[src/rtl/lfsr_sat_counter.sv]
// Saturating up-counter with synchronous clear.
//   clk, i_rst   clock, asynchronous active-high reset (count -> 0)
//   i_clear      synchronous clear; takes priority over an increment
//   i_inc        add i_amt this cycle
//   i_amt        increment amount (AMT_W bits)
//   o_cnt        current count, sticks at all-ones
module lfsr_sat_counter #(
  parameter int CNT_W = 16,
  parameter int AMT_W = 4
) (
  input  logic             clk,
  input  logic             i_rst,
  input  logic             i_clear,
  input  logic             i_inc,
  input  logic [AMT_W-1:0] i_amt,
  output logic [CNT_W-1:0] o_cnt
);

  localparam int SUM_W = (CNT_W > AMT_W) ? CNT_W + 1 : AMT_W + 1;

  logic [CNT_W-1:0] r_cnt;
  logic [SUM_W-1:0] w_sum;
  logic             w_ovf;

  // Sum is carried one bit wider than either operand so any carry out of the
  // CNT_W field is visible and can be turned into saturation.
  assign w_sum = SUM_W'(r_cnt) + SUM_W'(i_amt);
  assign w_ovf = |(w_sum >> CNT_W);

  always_ff @(posedge clk or posedge i_rst) begin
    if (i_rst)        r_cnt <= '0;
    else if (i_clear) r_cnt <= '0;
    else if (i_inc)   r_cnt <= w_ovf ? '1 : w_sum[CNT_W-1:0];
  end

  assign o_cnt = r_cnt;

endmodule

[config.mk]
export PLATFORM = sky130hd
export DESIGN_NAME = lfsr_sat_counter
export DESIGN_NICKNAME = d
export VERILOG_FILES = /design/src/rtl/lfsr_sat_counter.sv
export SDC_FILE = /design/constraint.sdc
export NUM_CORES = 1
export LEC_CHECK = 0
export CORE_MARGIN = 3
export CORE_UTILIZATION = 49
export CTS_CLUSTER_DIAMETER = 60
export DETAILED_ROUTE_END_ITERATION = 8
export PLACE_DENSITY = 0.86
export SLEW_MARGIN = 5
export SYNTH_ARGS = -nofsm -noshare
export SYNTH_HDL_FRONTEND = slang
export SYNTH_SLANG_ARGS = --single-unit
[constraint.sdc]
create_clock -name clk -period 2.4 [get_ports clk]
set_clock_uncertainty 0.1 [all_clocks]
set_input_delay 0.72 -clock clk [delete_from_list [all_inputs] [get_ports clk]]
set_output_delay 0.72 -clock clk [all_outputs]
set_load 0.02 [all_outputs]
==> flow_summary.ini <==
[status]
outcome = completed

[power_and_ir_drop]
p_per_area_nw_per_um2 = 417
p_int_mw = 0.435
switching_share = 0.314
power.total_mw = 0.634
clkPwrFrac = 0.228
ir_drop_mv = 0.377
seq_power_share = 0.458
power_frac_comb = 0.315
p_leak_nw = 0.617
switchingPower_mw = 0.199

[global_routing]
grt_pass1_vias = 1032
antenna_found_initial = 0
grt_pass1_wl_um = 4890
globalRouteTotalUtil = 0.243
grt_max_degree = 17
grt_overflow_total = 0

[synthesis]
yosys_warnings = 0
synth_edf_count = 0
synthCells = 105
ys_seq_elements = 16
async_reset_ff_frac = 1.00
synth_common_cells = dfrtp_1, nor2_1, a211oi_1, a31oi_1
yosysMostFrequentCell = dfrtp_1
ys.flop_type = dfrtp_1
avgSynthCellArea_um2 = 9.81
syn-num-nets = 118
ys_seq_area_frac = 0.389
yosysTopAreaCell = dfrtp_1
synth_top_area_frac = 0.389
synth.top_cells.by_area = dfrtp_1, a211oi_1, ha_1
yosysUniqueCellTypes = 32
syn_area_um2 = 1030

[critical_path]
reg2reg_from = o_cnt[4]
crit_path_top_delay_cell = or4_1
critical_path.max_fanout = 5
critical_path.cell_chain = clkdlybuf4s50_1 -> ha_4 -> o21ai_1 -> o21ba_4 -> or4_1 -> a31oi_1
slowest_delay_ns = 0.50
worstPathRequired_ns = 2.52
reg2reg_to = o_cnt[2]
cp_top_family = compound AO/OA/AOI/OAI gates
startpoint_type = input port
worst-path-buf-inv = 1
crit_type = input port to register
cp.arrival_ns = 2.48
reg2reg_slack_ns = 0.40
reg2regPathDepth = 4
crit_path_end_kind = register

[drt]
viasPerCell = 6.54
finalWirelength_um = 3200
antenna_left = 0
routedWlPerCell_um = 18.7
drc = 0
vias = 1118
dr.pass1.iters = 4
drt-initial-drc-count = 64

[timing]
grt_setup_unrepaired = true
post-route-period-util = 0.984
slew_headroom = 0.582
period_needed_ns = 2.36
setup_ws_ns = 0.0375
worst_pin_slew_ns = 0.627
finalHoldViolCount = 0
clock.fmax_ghz = 0.423
slew_violations = 0
setup_violations = 0

[floorplan]
die_h_um = 51.8
pin_count = 24
coreArea_um2 = 1860
dieArea_um2 = 2690
chipWidth_um = 51.8
start_util = 0.554
row_count = 15

[clocking]
clockBufferDepth = 2
clock-sinks = 16
htreeDepth = 1
hold_buffers = 0
cts_tree = yes
cts_inserted_buffers = 3
post_cts_buffers = 0
cts_root_buffer = clkbuf_4
clk_pin_slew_ns = 0.09
clock_latency_ns = 0.29

[cells_and_area]
instances_no_fill = 171
fin_area_um2 = 1520
antennaDiodeCount = 0
drive_gt1_frac = 0.267
area_growth_pct = 47.8
largest_reg_flops = 16
nets = 161

[placed_design]
place.gp.congestion = 0.843
place_ws_ns = -0.369
placed_cell_area_um2 = 1400
dp_cells = 168
port_buffers = 23
hpwlAfterDp_um = 2090

[worst_hold_path]
hold_start = o_cnt[10]
hold_depth = 1
hold_class = register to register
min_to = o_cnt[10]

[flow_run]
cap_violations = 0
==> per-stage QoR <==
step	util	setup TNS (ns)	hold WS, ns
4_1_cts	0.787	0	0.462
3_3_place_gp	0.755	-4.32	0.434
2_1_floorplan	-	0	0.531
3_5_place_dp	0.755	-5.14	0.439
6_report	0.819	0	0.456
5_1_grt	0.819	-0.0484	0.526
==> worst max path at each step <==
stage	depth (start not counted)	end	start
detailed placement	7	o_cnt[12]	i_amt[0]
finish	6	o_cnt[15]	i_amt[2]
CTS	7	o_cnt[15]	i_amt[0]
floorplan	6	o_cnt[14]	i_amt[0]
global placement	8	o_cnt[10]	i_amt[0]
global route	8	o_cnt[8]	i_amt[0]
==> routing by layer <==
layer,vias up,share of wire,GRT usage
li1,505,-,-
met1,520,0.38,0.320
met2,73,0.48,0.404
met3,20,0.082,0.0344
met4,0,0.057,0.0873
met5,-,0,0
==> timing repair <==
| item | 4_1_cts | 5_1_grt |
|---|---|---|
| setup endpoints to repair | 14 | 14 |
| resized for setup | 7 | 12 |
| pin swaps | 1 | 5 |
==> cell type report <==
| class | count | area (µm²) |
|---|---|---|
| Multi-Input combinational cell | 83 | 693 |
| Sequential cell | 16 | 400 |
| Clock buffer | 3 | 22.5 |
| Inverter | 4 | 15.0 |
| Fill cell | 106 | 337 |
| Tap cell | 25 | 31.3 |
| Timing Repair Buffer | 40 | 359 |
==> power by group through the flow <==
stage,combinational [mW],sequential [mW],clock [mW]
finish,0.199,0.290,0.144
global route,0.211,0.292,0.159
CTS,0.175,0.289,0.145
detailed placement,0.163,0.292,0
global placement,0.159,0.291,0
floorplan,0.0750,0.301,0
==> cell usage in the layout (no fill, tap or decap), drive strengths merged, types with 3 or more instances in the layout <==
| cell | n |
|---|---|
| nand2 | 7 |
| a31oi | 7 |
| clkdlybuf4s50 | 21 |
| inv | 4 |
| nor2 | 8 |
| o21bai | 6 |
| ha | 4 |
| clkbuf | 3 |
| dfrtp | 16 |
| nor3 | 5 |
| a311oi | 5 |
| nand4 | 3 |
| buf | 17 |
| a21oi | 6 |
| nand3 | 4 |
| a211oi | 7 |
==> logic make-up after synthesis <==
| kind of cell | share of synthesized area |
|---|---|
| xor+xnor | 0.0170 |
| compound gates | 0.306 |
| fa+ha+maj | 0.0680 |
| flops | 0.389 |
| simple gates | 0.190 |
| buf+inv | 0.0304 |
Power figures use the tool's default switching activity.
